===== src/rtl/mem_arb_pkg.sv =====
// Shared types and helpers for the instruction/data memory bus arbiter.
package mem_arb_pkg;

  typedef enum logic [1:0] {
    IDLE   = 2'd0,
    BUSY_I = 2'd1,
    BUSY_D = 2'd2,
    RESP   = 2'd3
  } state_t;

  typedef enum logic {
    GNT_I = 1'b0,
    GNT_D = 1'b1
  } gnt_t;

  // Fetches are always full-word reads (funct3 LW encoding).
  localparam logic [2:0] SIZE_WORD = 3'b010;

  // Winner among pending requesters; only meaningful when at least one is pending.
  // Round-robin hands a tie to whichever port was not served last, otherwise data wins.
  function automatic gnt_t arb_pick(input logic rr, input logic ireq,
                                    input logic dreq, input gnt_t last);
    if (!ireq) return GNT_D;
    if (!dreq) return GNT_I;
    if (!rr) return GNT_D;
    return (last == GNT_I) ? GNT_D : GNT_I;
  endfunction

endpackage


===== src/rtl/mem_arb_timer.sv =====
// Saturating BUSY-cycle counter; expire flags the last cycle a transaction may wait.
module mem_arb_timer #(
  parameter int TIMEOUT = 16
) (
  input  logic clk,
  input  logic reset,
  input  logic clr,
  input  logic en,
  output logic expire
);

  if (TIMEOUT == 0) begin : g_off
    // Timeout disabled: the arbiter waits on the memory indefinitely.
    logic unused_tie;
    assign unused_tie = ^{clk, reset, clr, en};
    assign expire     = 1'b0;
  end else begin : g_on
    localparam int CW = $clog2(TIMEOUT + 1);
    localparam logic [CW-1:0] LIM = CW'(TIMEOUT - 1);

    logic [CW-1:0] cnt;

    // Count enabled cycles, holding at the limit so it can never wrap.
    always_ff @(posedge clk or negedge reset) begin
      if (!reset) begin
        cnt <= '0;
      end else if (clr) begin
        cnt <= '0;
      end else if (en && (cnt != LIM)) begin
        cnt <= cnt + 1'b1;
      end
    end

    assign expire = en && (cnt == LIM);
  end

endmodule


===== src/rtl/mem_arbiter.sv =====
// Two-port (fetch / load-store) arbiter in front of a single-ported memory bus.
// One transaction in flight at a time: IDLE grants, BUSY waits for m_ack or the
// timeout, RESP returns a one-cycle ack to the port that was served.
module mem_arbiter
  import mem_arb_pkg::*;
#(
  parameter int AW      = 32,
  parameter int DW      = 32,
  parameter int RR      = 0,
  parameter int TIMEOUT = 16
) (
  input  logic          clk,
  input  logic          reset,
  input  logic          i_req,
  input  logic [AW-1:0] i_addr,
  output logic [DW-1:0] i_rdata,
  output logic          i_ack,
  input  logic          d_req,
  input  logic          d_we,
  input  logic [2:0]    d_size,
  input  logic [AW-1:0] d_addr,
  input  logic [DW-1:0] d_wdata,
  output logic [DW-1:0] d_rdata,
  output logic          d_ack,
  output logic          err,
  output logic          m_req,
  output logic          m_we,
  output logic [2:0]    m_size,
  output logic [AW-1:0] m_addr,
  output logic [DW-1:0] m_wdata,
  input  logic [DW-1:0] m_rdata,
  input  logic          m_ack
);

  state_t state;
  gnt_t   gnt;
  gnt_t   last;
  gnt_t   pick;
  logic   busy;
  logic   expire;

  assign busy = (state == BUSY_I) || (state == BUSY_D);
  assign pick = arb_pick(RR != 0, i_req, d_req, last);

  mem_arb_timer #(
    .TIMEOUT(TIMEOUT)
  ) u_timer (
    .clk   (clk),
    .reset (reset),
    .clr   (!busy),
    .en    (busy),
    .expire(expire)
  );

  // Arbitration FSM with all bus and response outputs registered.
  always_ff @(posedge clk or negedge reset) begin
    if (!reset) begin
      state   <= IDLE;
      gnt     <= GNT_I;
      last    <= GNT_I;
      m_req   <= 1'b0;
      m_we    <= 1'b0;
      m_size  <= '0;
      m_addr  <= '0;
      m_wdata <= '0;
      i_rdata <= '0;
      d_rdata <= '0;
      i_ack   <= 1'b0;
      d_ack   <= 1'b0;
      err     <= 1'b0;
    end else begin
      i_ack <= 1'b0;
      d_ack <= 1'b0;
      err   <= 1'b0;
      case (state)
        IDLE: begin
          if (i_req || d_req) begin
            m_req <= 1'b1;
            gnt   <= pick;
            if (pick == GNT_D) begin
              m_we    <= d_we;
              m_size  <= d_size;
              m_addr  <= d_addr;
              m_wdata <= d_wdata;
              state   <= BUSY_D;
            end else begin
              m_we    <= 1'b0;
              m_size  <= SIZE_WORD;
              m_addr  <= i_addr;
              m_wdata <= '0;
              state   <= BUSY_I;
            end
          end
        end
        BUSY_I, BUSY_D: begin
          // The abort wins over a coincident m_ack so a late reply is never mixed in.
          if (expire || m_ack) begin
            m_req <= 1'b0;
            err   <= expire;
            state <= RESP;
            if (gnt == GNT_D) begin
              d_ack   <= 1'b1;
              d_rdata <= expire ? '0 : m_rdata;
            end else begin
              i_ack   <= 1'b1;
              i_rdata <= expire ? '0 : m_rdata;
            end
          end
        end
        RESP: begin
          last  <= gnt;
          state <= IDLE;
        end
        default: state <= IDLE;
      endcase
    end
  end

endmodule


===== config.mk =====
export PLATFORM = sky130hd
export DESIGN_NAME = mem_arbiter
export DESIGN_NICKNAME = d
export VERILOG_FILES = /design/src/rtl/mem_arb_pkg.sv /design/src/rtl/mem_arb_timer.sv /design/src/rtl/mem_arbiter.sv
export SDC_FILE = /design/constraint.sdc
export NUM_CORES = 1
export LEC_CHECK = 0
export BUFFER_PORTS_ARGS = -buffer_cell sky130_fd_sc_hd__clkbuf_2
export CELL_PAD_IN_SITES_DETAIL_PLACEMENT = 1
export CELL_PAD_IN_SITES_GLOBAL_PLACEMENT = 1
export CORE_UTILIZATION = 36
export CTS_CLUSTER_SIZE = 30
export DETAILED_ROUTE_END_ITERATION = 12
export PLACE_DENSITY_LB_ADDON = 0.1
export RECOVER_POWER = 25
export SETUP_SLACK_MARGIN = 0.02
export SLEW_MARGIN = 40
export SYNTH_ARGS = -nofsm -noshare
export SYNTH_HDL_FRONTEND = slang
export SYNTH_SLANG_ARGS = --single-unit

===== constraint.sdc =====
create_clock -name clk -period 3 [get_ports clk]
set_clock_uncertainty 0.15 [all_clocks]
set_input_delay 0.3 -clock clk [delete_from_list [all_inputs] [get_ports clk]]
set_output_delay 0.3 -clock clk [all_outputs]
set_load 0.1 [all_outputs]

# --- Word level (Yosys, flattened, before mapping) ---
# Cells that the tools add are included.
op_classes:
  add_sub_neg: 1
  multipliers: 0
  n_div: 0
  n_lt_le_gt_ge: 0
  n_eq_ne: 8
  shifts: 0
  muxes: 32
  n_bitwise: 1
  reduce_logical: 13
ops:
  columns: ["op", "n"]
  rows:
  - ["$mux W32", 3]
  - ["$mux W1", 21]
  - ["$mux W5", 2]
  - ["$reduce_and A3 Y1", 3]
  - ["$mux W2", 3]
  - ["$ne A2 B2 Y1 const B", 3]
  - ["$pmux W2 S3", 1]
  - ["$add A5 B1 Y5 const B", 1]
  - ["$eq A5 B4 Y1 const B", 1]
  - ["$ne A5 B4 Y1 const B", 1]
  - ["$eq A2 B2 Y1 const B", 2]
  - ["$reduce_and A2 Y1", 2]
  - ["$logic_or A1 B1 Y1", 3]
  - ["$mux W3", 1]
  - ["$eq A2 B1 Y1 const B", 1]
  - ["$logic_and A1 B1 Y1", 2]
  - ["$logic_not A2 Y1", 1]
  - ["$pmux W1 S2", 1]
  - ["$reduce_bool A2 Y1", 1]
  - ["$reduce_or A2 Y1", 1]
  - ["$not A1 Y1", 1]
totals:
  register_bits: 145
  latch_bits: 0
  mem_bits_rw: 0
  rom_bits: 0
  in_bits: 137
  out_inout_bits: 136
  elab_cells: 69
  n_memories: 0

# --- Depth between registers and ports, before layout ---
depth:
  depth_word: 10
  ltp_mapped: 8
  depth_no_buf: 6

# --- Modules after synthesis ---
# A second synthesis with hierarchy kept.
unflattened:
  cells_unflattened: 548
  area_unflattened_um2: 6129.6
by_module_without_submodules:
  columns: ["module", "n_inst", "cells_each", "area_each_um2", "seq_area_each_um2"]
  rows:
  - ["mem_arbiter", 1, 524, 5854.4, 3478.3]
  - ["mem_arb_timer", 1, 24, 275.3, 125.1]

# --- Least setup slack after synthesis ---
# OpenSTA, ideal clock, no wires.
synth_path:
  path_kind: "register to register"
  from: "register u_timer.g_on.cnt[0]"
  to: "register d_rdata[13]"
  setup_ns: 0.126
  t_arrival_ns: 1.875
  t_required_ns: 2.724
  path_slack_ns: 0.849
  path_stages_with_launch: 8
  n_path_buf: 1
  synth_period_minus_slack_ns: 2.151
  path_cell_list: "dfrtp_1 > ha_1 > and3_1 > ha_1 > o211ai_4 > inv_4 > buf_6 > mux2_4"
synth_via:
  elab_chain_cells: 4
  elab_cells_between_ends: 5
  cone_classes: "1 x eq/ne; 1 x mux; 3 x reduce/logical"
synth_rtl:
  columns: ["element", "line_no", "rtl"]
  rows:
  - ["start: declaration", "mem_arb_timer.sv:21", "logic [CW-1:0] cnt;"]
  - ["start signal: assignment", "mem_arb_timer.sv:30", "cnt <= cnt + 1'b1;"]
  - ["$eq A5 B4 Y1 (*)", "mem_arb_timer.sv:34", "assign expire = en && (cnt == LIM);"]
  - ["$logic_and A1 B1 Y1 (*)", "mem_arb_timer.sv:34", null]
  - ["$logic_or A1 B1 Y1", "mem_arbiter.sv:97", "if (expire || m_ack) begin"]
  - ["$reduce_and A3 Y1 (no line)", null, null]
  - ["end signal: assignment", "mem_arbiter.sv:103", "d_rdata <= expire ? '0 : m_rdata;"]
  - ["end: declaration", "mem_arbiter.sv:23", "output logic [DW-1:0] d_rdata,"]
# Every way passes the cells marked *; elsewhere a longest branch is shown, timed or not.
# A chain may end at the register's enable or synchronous reset.

# --- Final worst setup path ---
layout_path:
  from: "register u_timer.g_on.cnt[0]"
  to: "register i_rdata[31]"
layout_via:
  elab_chain_cells: 4
  elab_cells_between_ends: 5
  cone_classes: "1 x eq/ne; 1 x mux; 3 x reduce/logical"
layout_rtl:
  columns: ["element", "line_no", "rtl"]
  rows:
  - ["$eq A5 B4 Y1 (*)", "mem_arb_timer.sv:34", null]
  - ["$logic_and A1 B1 Y1 (*)", "mem_arb_timer.sv:34", null]
  - ["$logic_or A1 B1 Y1", "mem_arbiter.sv:97", null]
  - ["$reduce_and A3 Y1 (no line)", null, null]
  - ["end signal: assignment", "mem_arbiter.sv:106", "i_rdata <= expire ? '0 : m_rdata;"]
  - ["end: declaration", "mem_arbiter.sv:16", "output logic [DW-1:0] i_rdata,"]
# Marked as above.

==> run metrics <==
Site Rows 47; post-synthesis register bit count 144; pins over their slew limit 75; Slew headroom -24.6%; Critical Path Source Type flip-flop; status complete, but fails checks; Starting Density 36.8%; Primary FF master, synth dfrtp_1; syn avg cell area 13.8 um2; CTS Buf Count 17; HPWL after DPL 12.9 mm; root buf cell clkbuf_16; final routed DRC violation total 0; Reg clk slew, reported paths 0.06 ns; Hold Vio Cnt, Final 0; CP endpoint kind flip-flop; Setup CP Type flip-flop to flip-flop; Setup-failing EPs final 0; TritonRoute pass-1 iters 4; CTS Hold Bufs 45; GRT Resource Usage Total 22.0%; Max-Cap Viols 1; post-CTS sizing 0; period utilisation layout 86.8%; placer congestion estimate 0.782; initial antenna violation count 1; share of cells above drive strength 1 49.6%; Yosys top cell area share 59.0%; f_max 0.384 GHz; Hold WC Path Type input pin to flip-flop; vias per cell 4.99; critical path arrival 2.75 ns; sum of negative setup slack 0 ns; Slew @ Worst Pin 1.87 ns; H-tree levels 4; most frequent cells in the layout 275 x clkbuf_2, 144 x dfrtp_1, 100 x a22o_1; Post-Route WL 18.4 mm; Distinct cells, synth 34; Crit Path Max Fanout 24; violated checks max-capacitance violations, max-slew violations; area leader, netlist dfrtp_1; grt ovf 0; DR iter-0 viols 108; RSZ-0062 raised after global routing false; Synthesis Warnings 0; Mapped Area 0.00611 mm2; Critical Path RT 3.14 ns; drt wl/cell 18.7 um; die area 0.0175 mm2; sequential area share after synthesis 59.0%; Synth area leaders dfrtp_1 59%, a22o_1 14%, mux2_4 10%; syn nets 582; Fill cells 1838; FFs w/ async S/R, synth 100%; antenna-violating nets left 0; I/O pin cnt 273; cell count after synthesis 442; number of flops mapped to enable cells by yosys 0; synth-to-layout area growth 42.6%; largest net degree at the start of global routing 75; Post-CTS Setup Inserts 0; Die H 132 um; TritonCTS Sinks 144; IO Port Bufs 272; via count 4940; Die W 132 um; number of global-route vias before repair 5384; core area 0.0166 mm2; worst skew pair latency 0.41 ns; CTS tree built; global-route wire length before repair 29.7 mm; fin nets 895; most common cell after layout, fill and taps aside clkbuf_2; clock tree buffer depth 2; post-layout minimum cycle time 2.60 ns
[synthesized netlist by cell type, types with 2 or more instances]
master    instances
o21ai_0          20
o31ai_1           9
and2_4           12
nor2_1            3
dfrtp_1         144
mux2_2            4
ha_1              3
nand2b_1          3
and2_1           16
clkbuf_1         18
mux2_4           42
xnor2_1           3
a22o_1          100
inv_1             6
buf_2            11
nor2b_1           2
buf_6             7
nand2_1          22
a21oi_1           2
[worst max-delay path: stages, from the launching register on]
cell	delay (ns)
dfrtp_1	0.38
ha_1	0.18
and3_1	0.17
ha_1	0.54
o21ai_4	0.16
nor2_8	0.48
mux2_2	0.41
[layout make-up]
cell class | count | area (um2) | share of cell area (%)
Tap cell | 220 | 275 | 3.16
Clock buffer | 20 | 457 | 5.24
Clock inverter | 12 | 159 | 1.82
Timing Repair Buffer | 330 | 1900 | 21.8
Inverter | 7 | 28.8 | 0.330
Antenna cell | 1 | 2.50 | 0.0287
Sequential cell | 144 | 3600 | 41.4
Multi-Input combinational cell | 255 | 2280 | 26.2
[layer usage]
| metal | vias to the layer above | share of wire [%] | global-route usage (%) |
|---|---|---|---|
| met4 | 0 | 3.4 | 11.2 |
| met5 | - | 0 | 0 |
| met3 | 46 | 5.9 | 5.31 |
| met2 | 219 | 49 | 36.0 |
| met1 | 2418 | 42 | 27.2 |
| li1 | 2257 | - | - |
[path summary, 6_finish.rpt]
kind                                            startpoint                       to  slack (ns)  cells past startpoint
min in group asynchronous                            reset          d_ack$_DFF_PN0_        0.79                      2
setup / recovery           u_timer.g_on.cnt[0]$_DFFE_PN0P_  i_rdata[31]$_DFFE_PN0P_        0.40                      6
max in group asynchronous                            reset  d_rdata[13]$_DFFE_PN0P_        0.55                      3
setup reg to reg           u_timer.g_on.cnt[0]$_DFFE_PN0P_  i_rdata[31]$_DFFE_PN0P_        0.40                      6
hold / removal                                  m_rdata[7]   i_rdata[7]$_DFFE_PN0P_        0.05                      3
hold reg to reg                     d_rdata[5]$_DFFE_PN0P_   d_rdata[5]$_DFFE_PN0P_        0.33                      2
[sequential cells by signal (all words and copies together), names as in the netlist]
signal            count
m_we                  1
i_ack                 1
d_ack                 1
m_req                 1
m_wdata              32
m_size                3
u_timer.g_on.cnt      5
i_rdata              32
gnt                   1
m_addr               32
err                   1
d_rdata              32
state                 2
[cells by family after synthesis]
| kind of cell | share of synthesized area (%) |
|---|---|
| muxes | 11.2 |
| buffers and inverters | 3.77 |
| DFF | 59.0 |
| and+or+nand+nor | 6.17 |
| AOI/OAI and AO/OA | 18.8 |
| xor gates and xnor gates | 0.430 |
| adders and majority gates | 0.615 |
[through the flow]
step / setup slack, ns / util, % / cell area (um2) / hold slack, ns / instances
floorplan: 0.849 / - / 6110 / -0.146 / 442
CTS: 0.355 / 52.6 / 8720 / 0.0438 / 988
finish: 0.397 / 52.5 / 8710 / 0.0531 / 989
global route: 0.193 / 52.5 / 8710 / 0.0578 / 989
detailed placement: 0.360 / 46.2 / 7660 / 0.223 / 911
global placement: 0.469 / 46.2 / 7660 / 0.216 / 911
Power is left out: the tool's default activity adds up to more than one toggle a clock period on the data nets, which glitch-free logic cannot reach.
